$ cat config.mk
export PLATFORM = sky130hd
export DESIGN_NAME = updown_count_monitor_flat
export DESIGN_NICKNAME = d
export VERILOG_FILES = /design/src/rtl/updown_count_monitor_if.sv /design/src/rtl/updown_count_monitor.sv /design/src/flat_wrapper.sv
export SDC_FILE = /design/constraint.sdc
export NUM_CORES = 1
export LEC_CHECK = 0
export ABC_CLOCK_PERIOD_IN_PS = 6550
export CAP_MARGIN = 20
export CORE_MARGIN = 2
export CORE_UTILIZATION = 29
export CTS_CLUSTER_DIAMETER = 150
export DETAILED_ROUTE_END_ITERATION = 10
export HOLD_SLACK_MARGIN = 0.12
export MAX_ROUTING_LAYER = met4
export PLACE_DENSITY = 0.47
export SLEW_MARGIN = 40
export SYNTH_ARGS = -nofsm -noshare
export SYNTH_HDL_FRONTEND = slang
export SYNTH_SLANG_ARGS = --single-unit
$ cat constraint.sdc
create_clock -name clk -period 6.55 [get_ports clk]
set_input_delay 0.9825 -clock clk [delete_from_list [all_inputs] [get_ports clk]]
set_output_delay 0.9825 -clock clk [all_outputs]
set_load 0.1 [all_outputs]
$ cat src/rtl/updown_count_monitor_if.sv
// Bundle of the upstream count/clear inputs and the monitor's tracking outputs.
// The monitor takes the slave side; whatever drives q_in and clr takes the master side.
interface updown_count_monitor_if #(
  parameter int LAP_W = 8
);
  logic [1:0]       q_in;
  logic             clr;
  logic             valid;
  logic             dir;
  logic             step;
  logic             wrap_up;
  logic             wrap_dn;
  logic [LAP_W-1:0] laps;
  logic             err;

  modport master (
    output q_in, clr,
    input  valid, dir, step, wrap_up, wrap_dn, laps, err
  );

  modport slave (
    input  q_in, clr,
    output valid, dir, step, wrap_up, wrap_dn, laps, err
  );
endinterface

$ cat src/rtl/updown_count_monitor.sv
// Watches a 2-bit up/down counter, pulses per legal step, keeps a saturating signed
// lap count and latches a sticky fault when the counter jumps by two.
module updown_count_monitor #(
  parameter int LAP_W = 8
) (
  input  logic                   clk,
  input  logic                   reset,
  updown_count_monitor_if.slave  bus
);

  typedef enum logic [1:0] {
    INIT  = 2'd0,
    TRACK = 2'd1,
    FAULT = 2'd2
  } state_t;

  localparam logic [LAP_W-1:0] LAPS_MAX = {1'b0, {(LAP_W-1){1'b1}}};
  localparam logic [LAP_W-1:0] LAPS_MIN = {1'b1, {(LAP_W-1){1'b0}}};
  localparam logic [LAP_W-1:0] LAPS_ONE = {{(LAP_W-1){1'b0}}, 1'b1};

  state_t           state_q, state_d;
  logic [1:0]       q_prev_q;
  logic [1:0]       rst_sync_q;
  logic             valid_q, valid_d;
  logic             dir_q, dir_d;
  logic             step_q, step_d;
  logic             wrap_up_q, wrap_up_d;
  logic             wrap_dn_q, wrap_dn_d;
  logic [LAP_W-1:0] laps_q, laps_d;
  logic             err_q, err_d;
  logic [1:0]       delta;

  // rst_sync_q[1] only rises two edges after reset release, so INIT is never left on the release edge itself.
  always_ff @(posedge clk or negedge reset) begin
    if (!reset) begin
      rst_sync_q <= 2'b00;
      state_q    <= INIT;
      q_prev_q   <= 2'd0;
      valid_q    <= 1'b0;
      dir_q      <= 1'b0;
      step_q     <= 1'b0;
      wrap_up_q  <= 1'b0;
      wrap_dn_q  <= 1'b0;
      laps_q     <= '0;
      err_q      <= 1'b0;
    end else begin
      rst_sync_q <= {rst_sync_q[0], 1'b1};
      state_q    <= state_d;
      q_prev_q   <= bus.q_in;
      valid_q    <= valid_d;
      dir_q      <= dir_d;
      step_q     <= step_d;
      wrap_up_q  <= wrap_up_d;
      wrap_dn_q  <= wrap_dn_d;
      laps_q     <= laps_d;
      err_q      <= err_d;
    end
  end

  always_comb begin
    state_d   = state_q;
    dir_d     = dir_q;
    step_d    = 1'b0;
    wrap_up_d = 1'b0;
    wrap_dn_d = 1'b0;
    laps_d    = laps_q;
    err_d     = err_q;
    delta     = bus.q_in - q_prev_q;

    if (bus.clr) begin
      state_d = INIT;
      laps_d  = '0;
      err_d   = 1'b0;
    end else begin
      case (state_q)
        INIT: begin
          if (rst_sync_q[1]) begin
            state_d = TRACK;
          end
        end
        TRACK: begin
          case (delta)
            2'd1: begin
              step_d = 1'b1;
              dir_d  = 1'b1;
              if (q_prev_q == 2'd3) begin
                wrap_up_d = 1'b1;
                if (laps_q != LAPS_MAX) begin
                  laps_d = laps_q + LAPS_ONE;
                end
              end
            end
            2'd3: begin
              step_d = 1'b1;
              dir_d  = 1'b0;
              if (q_prev_q == 2'd0) begin
                wrap_dn_d = 1'b1;
                if (laps_q != LAPS_MIN) begin
                  laps_d = laps_q - LAPS_ONE;
                end
              end
            end
            2'd2: begin
              state_d = FAULT;
              err_d   = 1'b1;
            end
            default: ;
          endcase
        end
        FAULT: begin
          err_d = 1'b1;
        end
        default: begin
          state_d = INIT;
        end
      endcase
    end

    valid_d = (state_d == TRACK);
  end

  assign bus.valid   = valid_q;
  assign bus.dir     = dir_q;
  assign bus.step    = step_q;
  assign bus.wrap_up = wrap_up_q;
  assign bus.wrap_dn = wrap_dn_q;
  assign bus.laps    = laps_q;
  assign bus.err     = err_q;

endmodule

$ cat src/flat_wrapper.sv
// flat-port wrapper written by rule: the top's interface ports become plain ports
module updown_count_monitor_flat 
#(
  parameter int LAP_W = 8
)
  (clk, reset, bus_q_in, bus_clr, bus_valid, bus_dir, bus_step, bus_wrap_up, bus_wrap_dn, bus_laps, bus_err);
  updown_count_monitor_if #(.LAP_W(LAP_W)) bus_i ();
  input  logic clk;
  input  logic reset;
  input wire logic [$bits(bus_i.q_in)-1:0] bus_q_in;
  input wire logic [$bits(bus_i.clr)-1:0] bus_clr;
  output wire logic [$bits(bus_i.valid)-1:0] bus_valid;
  output wire logic [$bits(bus_i.dir)-1:0] bus_dir;
  output wire logic [$bits(bus_i.step)-1:0] bus_step;
  output wire logic [$bits(bus_i.wrap_up)-1:0] bus_wrap_up;
  output wire logic [$bits(bus_i.wrap_dn)-1:0] bus_wrap_dn;
  output wire logic [$bits(bus_i.laps)-1:0] bus_laps;
  output wire logic [$bits(bus_i.err)-1:0] bus_err;
  assign bus_i.q_in = bus_q_in;
  assign bus_i.clr = bus_clr;
  assign bus_valid = bus_i.valid;
  assign bus_dir = bus_i.dir;
  assign bus_step = bus_i.step;
  assign bus_wrap_up = bus_i.wrap_up;
  assign bus_wrap_dn = bus_i.wrap_dn;
  assign bus_laps = bus_i.laps;
  assign bus_err = bus_i.err;
  updown_count_monitor #(.LAP_W(LAP_W)) u_core (.clk(clk), .reset(reset), .bus(bus_i));
endmodule
# Word-level counts from Yosys, hierarchy flattened
# Cells that the tools add are included.
op_classes:
  n_addsub: 3
  n_eq_ne: 14
  muxes: 26
  bitwise_logic: 1
  n_reduce_logical: 10
ops:
  columns: ["operator", "n"]
  rows:
  - ["8-bit 2-to-1 mux", 6]
  - ["8-bit one-hot mux with 2 select lines", 1]
  - ["1-bit 2-to-1 mux", 13]
  - ["3-bit by 2-bit != test with 1-bit output, second input constant", 4]
  - ["8-bit by 1-bit adder with 8-bit output, second input constant", 1]
  - ["2-bit equality test, second input constant", 4]
  - ["8-bit by 7-bit != test with 1-bit output, second input constant", 1]
  - ["8-bit != test, second input constant", 1]
  - ["8-bit by 1-bit subtractor with 8-bit output, second input constant", 1]
  - ["2-bit by 1-bit equality test with 1-bit output, second input constant", 3]
  - ["2-bit 2-to-1 mux", 3]
  - ["2-bit one-hot mux with 3 select lines", 1]
  - ["6-bit AND reduction", 1]
  - ["3-bit nonzero test", 2]
  - ["2-bit zero test", 2]
  - ["1-bit one-hot mux with 2 select lines", 2]
  - ["2-bit nonzero test", 2]
  - ["3-bit != test, second input constant", 1]
  - ["3-bit AND reduction", 1]
  - ["2-bit AND reduction", 1]
  - ["2-bit OR reduction", 1]
  - ["2-bit subtractor", 1]
  - ["1-bit NOT", 1]
word_totals:
  reg_bits: 20
  input_bits: 5
  out_inout_bits: 14
  elab_cells: 64

# Longest topological paths before layout
depth:
  word_depth: 6
  mapped_depth: 11
  depth_no_buf: 11

# Worst setup path after synthesis
# No wires, ideal clock.
synth_path:
  path_kind: "input-to-reg"
  startpoint: "in bus_q_in[0]"
  endpoint: "reg u_core.laps_q[7] (netlist: u_core.bus.laps[7])"
  setup_time_ns: 0.125
  arrival_time_ns: 3.102
  path_slack_ns: 3.323
  path_stages: 9
  cell_sequence: "inv_1 > ha_1 > xnor3_2 > nor2_8 > ha_1 > a2111o_1 > o221a_2 > nor3b_2 > mux2_4"
synth_between:
  elab_chain_cells: 5
  word_cells_on_any_way: 12
  cone_classes: "1 x add/sub; 6 x eq/ne; 3 x mux; 2 x reduce/logical"
synth_rtl:
  columns: ["element", "line", "rtl"]
  rows:
  - ["start: declaration", "flat_wrapper.sv:10", "input wire logic [$bits(bus_i.q_in)-1:0] bus_q_in;"]
  - ["2-bit subtractor *", "updown_count_monitor.sv:68", "delta = bus.q_in - q_prev_q;"]
  - ["2-bit equality test / 2-bit by 1-bit equality test with 1-bit output (equally long branches)", "updown_count_monitor.sv:82", "case (delta)"]
  - ["8-bit one-hot mux with 2 select lines", "updown_count_monitor.sv:82", null]
  - ["8-bit 2-to-1 mux", "updown_count_monitor.sv:75", "case (state_q)"]
  - ["8-bit 2-to-1 mux", "updown_count_monitor.sv:70", "if (bus.clr) begin"]
  - ["end signal: assignment", "updown_count_monitor.sv:55", "laps_q <= laps_d;"]
  - ["end: declaration", "updown_count_monitor.sv:29", "logic [LAP_W-1:0] laps_q, laps_d;"]
# Every way passes the cells marked *; elsewhere a longest branch is shown, timed or not. The select of a mux whose other input is x is not followed.
# A chain may end at the register's enable or synchronous reset.

# Worst setup path after layout
layout_path:
  startpoint: "in bus_q_in[0]"
  endpoint: "reg u_core.laps_q[6] (netlist: u_core.bus.laps[6])"
# The elaborated chain is that of the path after synthesis.

==> metrics.csv <==
metric;value;unit
relSlewSlack;56.82;%
ctsHoldBuffers;0;
cellPowerDensity;251.4;mW/mm^2
ios;19;
hold_path_class;register to register;
irDropWorstVdd;0.1038;mV
cts_resized;0;
layout_commonest_cell;dfrtp_1;
synth_fp_nets;128;
seq_area_frac_synth;40.49;%
outcome;finished, final reports clean;
critPathRequiredTime;6.68;ns
cts_tree;done;
cts_root_buffer;clkbuf_8;
min_period;3.592;ns
crit_fanout;10;
cts_buffers;3;
yosysWarnings;0;
drive_gt1_share;22.22;%
overflow;0;
synth_compound_area_share;19.74;%
worst_pin_slew;0.6477;ns
hold_violations;0;
grt_first_pass_wirelength;4436;um
design.die.area;0.004801;mm^2
path_class;primary input to register;
insertion_delay;0.26;ns
grt_pass1_vias;881;
ys_ff_latch;20;
syn_area_per_cell;10.48;um^2
n_antenna_cell;0;
drt_iter0_drc;44;
cp.arrival;3.72;ns
synthAdderAreaFrac;5.061;%
critPathSlowestCell;clkdlybuf4s50_1;
most-common-layout-cells;20 x dfrtp_1, 15 x buf_2, 11 x nor2_1;
via_per_inst;5.124;
numPortBuffers;18;
coreArea;0.004058;mm^2
synth_cell_type_count;47;
htree_levels;1;
max-cap-violations;0;
clkTransAtPathRegs;0.08;ns
wl_per_cell;14.29;um
numClockSinks;20;
clk_path_buf_depth;2;
drv_slew;0;
max_stage_delay;0.48;ns
gp_routability_congestion;0.9060;
crit_path_frequent_cell;ha_1;
synth_top_family_by_area;compound AO/OA/AOI/OAI gates;
fp.dieW;69.29;um
placed_cell_area;0.001353;mm^2
start_kind;primary input;
final_area;0.001424;mm^2
post_cts.repair.setup_buffers;0;
core.rowCount;23;
start_util;30.47;%
setup_tns;0;ns
worstPathCellList;clkdlybuf4s50_1, inv_1, ha_1, xnor3_2, nor2_8, xor2_1, ha_1, o31ai_1, a2111oi_0, a311oi_1, mux2i_1, o21ai_1;
skew;0.001085;ns
total_power;358.0;uW
drt_first_pass_iters;4;
die_y;69.29;um
syn_inst;118;
synth_area;0.001236;mm^2
hpwlAfterDp;1934;um
yosys.area_share.simple;17.41;%
final_nets;146;
synth_xor_area_share;5.466;%
fmax;0.2784;GHz
worstSetupEndpointType;register;
final.setup.worst_slack;2.958;ns
wl;2643;um
antenna_found_initial;0;
synthMuxAreaShare;4.656;%
post-place-ws;2.693;ns
grt_max_degree;21;
setup_viol;0;
power_leakage;0.6794;nW
grt_usage;11.89;%
finalCritPeriodShare;54.84;%
drc_errors;0;
rsz0062_at_grt;no;
syn_to_final_growth;15.18;%
vias;948;
ant_nets;0;
fillCellCount;412;
-- metal layers --
| metal | track usage [%] | up-vias | routed length (um) | part of all wire (%) |
|---|---|---|---|---|
| li1 | - | 470 | - | - |
| met1 | 16.55 | 455 | 1387 | 52 |
| met2 | 16.77 | 19 | 1129 | 43 |
| met3 | 3.343 | 4 | 95 | 3.6 |
| met4 | 3.486 | 0 | 30 | 1.1 |
| met5 | - | - | 0 | 0 |
-- synthesized netlist by cell type, drive strengths merged --
cell type,number,area share [%]
mux2i,2,1.6
o221a,1,0.91
a21oi,5,2.3
clkbuf,2,1.4
xor2,3,2.1
nand2b,1,0.51
a21o,1,0.61
a2111oi,5,3.5
a311oi,1,0.71
a211oi,2,1.6
mux2,3,3.0
a2111o,1,0.91
nor4,1,0.51
o22ai,1,0.51
inv,9,2.7
xnor2,2,1.4
or3,1,0.91
a211o,2,1.4
nand4b,1,0.71
buf,3,2.7
o311ai,1,0.71
conb,1,0.30
xnor3,1,1.9
and2b,1,0.61
nor3,2,0.81
nand2,6,1.8
nor2,12,5.0
a31o,1,0.71
or4b,1,1.1
nand3,3,1.2
nand4,4,2.0
o21ai,6,2.4
ha,5,5.1
and2,1,0.51
dfrtp,20,40
o31ai,2,2.3
a31oi,2,1.0
nor3b,1,1.0
nor4b,1,0.71
-- state kept, by name, indices dropped and copies added, names as in the netlist --
name	flops
u_core.bus.dir	1
u_core.bus.err	1
u_core.bus.laps	8
u_core.bus.step	1
u_core.bus.valid	1
u_core.bus.wrap_dn	1
u_core.bus.wrap_up	1
u_core.q_prev_q	2
u_core.rst_sync_q	2
u_core.state_q	2
-- per-stage QoR --
stage                     hold WS [ns]  utilization [%]  cells
after floorplan                 0.3312                -    118
after global placement          0.3361            35.18    181
after detailed placement        0.3387            33.33    181
after CTS                       0.3585            35.09    185
after global routing            0.3606            35.09    185
final                           0.3529            35.09    185
-- worst paths after layout --
kind	cells past startpoint	end	slack, ns	startpoint
setup / recovery	12	u_core.bus.laps[6]$_DFFE_PN0P_	2.96	bus_q_in[0]
hold / removal	0	u_core.rst_sync_q[1]$_DFF_PN0_	0.35	u_core.rst_sync_q[0]$_DFF_PN0_
setup reg to reg	10	u_core.bus.laps[6]$_DFFE_PN0P_	3.74	u_core.q_prev_q[0]$_DFF_PN0_
hold reg to reg	0	u_core.rst_sync_q[1]$_DFF_PN0_	0.35	u_core.rst_sync_q[0]$_DFF_PN0_
max in group asynchronous	1	u_core.bus.laps[2]$_DFFE_PN0P_	5.58	reset
min in group asynchronous	1	u_core.rst_sync_q[0]$_DFF_PN0_	0.66	reset
-- kinds of logic (layout without fill, tap and decap cells) --
kind of cell / count (synthesis) / in the layout
compound gates: 31 / 31
xor+xnor: 6 / 6
fa+ha+maj: 5 / 5
buf+inv: 14 / 31
flops: 20 / 20
mux: 5 / 5
other cells: 1 / 1
simple gates: 36 / 36
-- layout make-up --
type                            instances  area (um^2)  area share (%)
Sequential cell                        20        500.5           35.15
Clock buffer                            3        41.29           2.900
Timing Repair Buffer                   18        105.1           7.381
Tap cell                               50        62.56           4.394
Clock inverter                          1        30.03           2.109
Multi-Input combinational cell         84        650.6           45.69
Inverter                                9        33.78           2.373
-- where the power goes --
| part | internal (mW) | leakage [nW] | switching (mW) |
|---|---|---|---|
| clock network | 0.0816 | 0.0357 | 0.0437 |
| logic | 0.0231 | 0.379 | 0.0725 |
| registers | 0.131 | 0.264 | 0.00605 |
| total | 0.236 | 0.679 | 0.122 |
-- critical path: cells and delay by family --
kind	cells	cell delay (ns)
compound gates	4	0.91
xor+xnor	2	0.41
fa+ha+maj	2	0.45
buf+inv	2	0.53
mux	1	0.23
simple gates	1	0.20
Note: power is estimated with default switching activity, not from simulation.
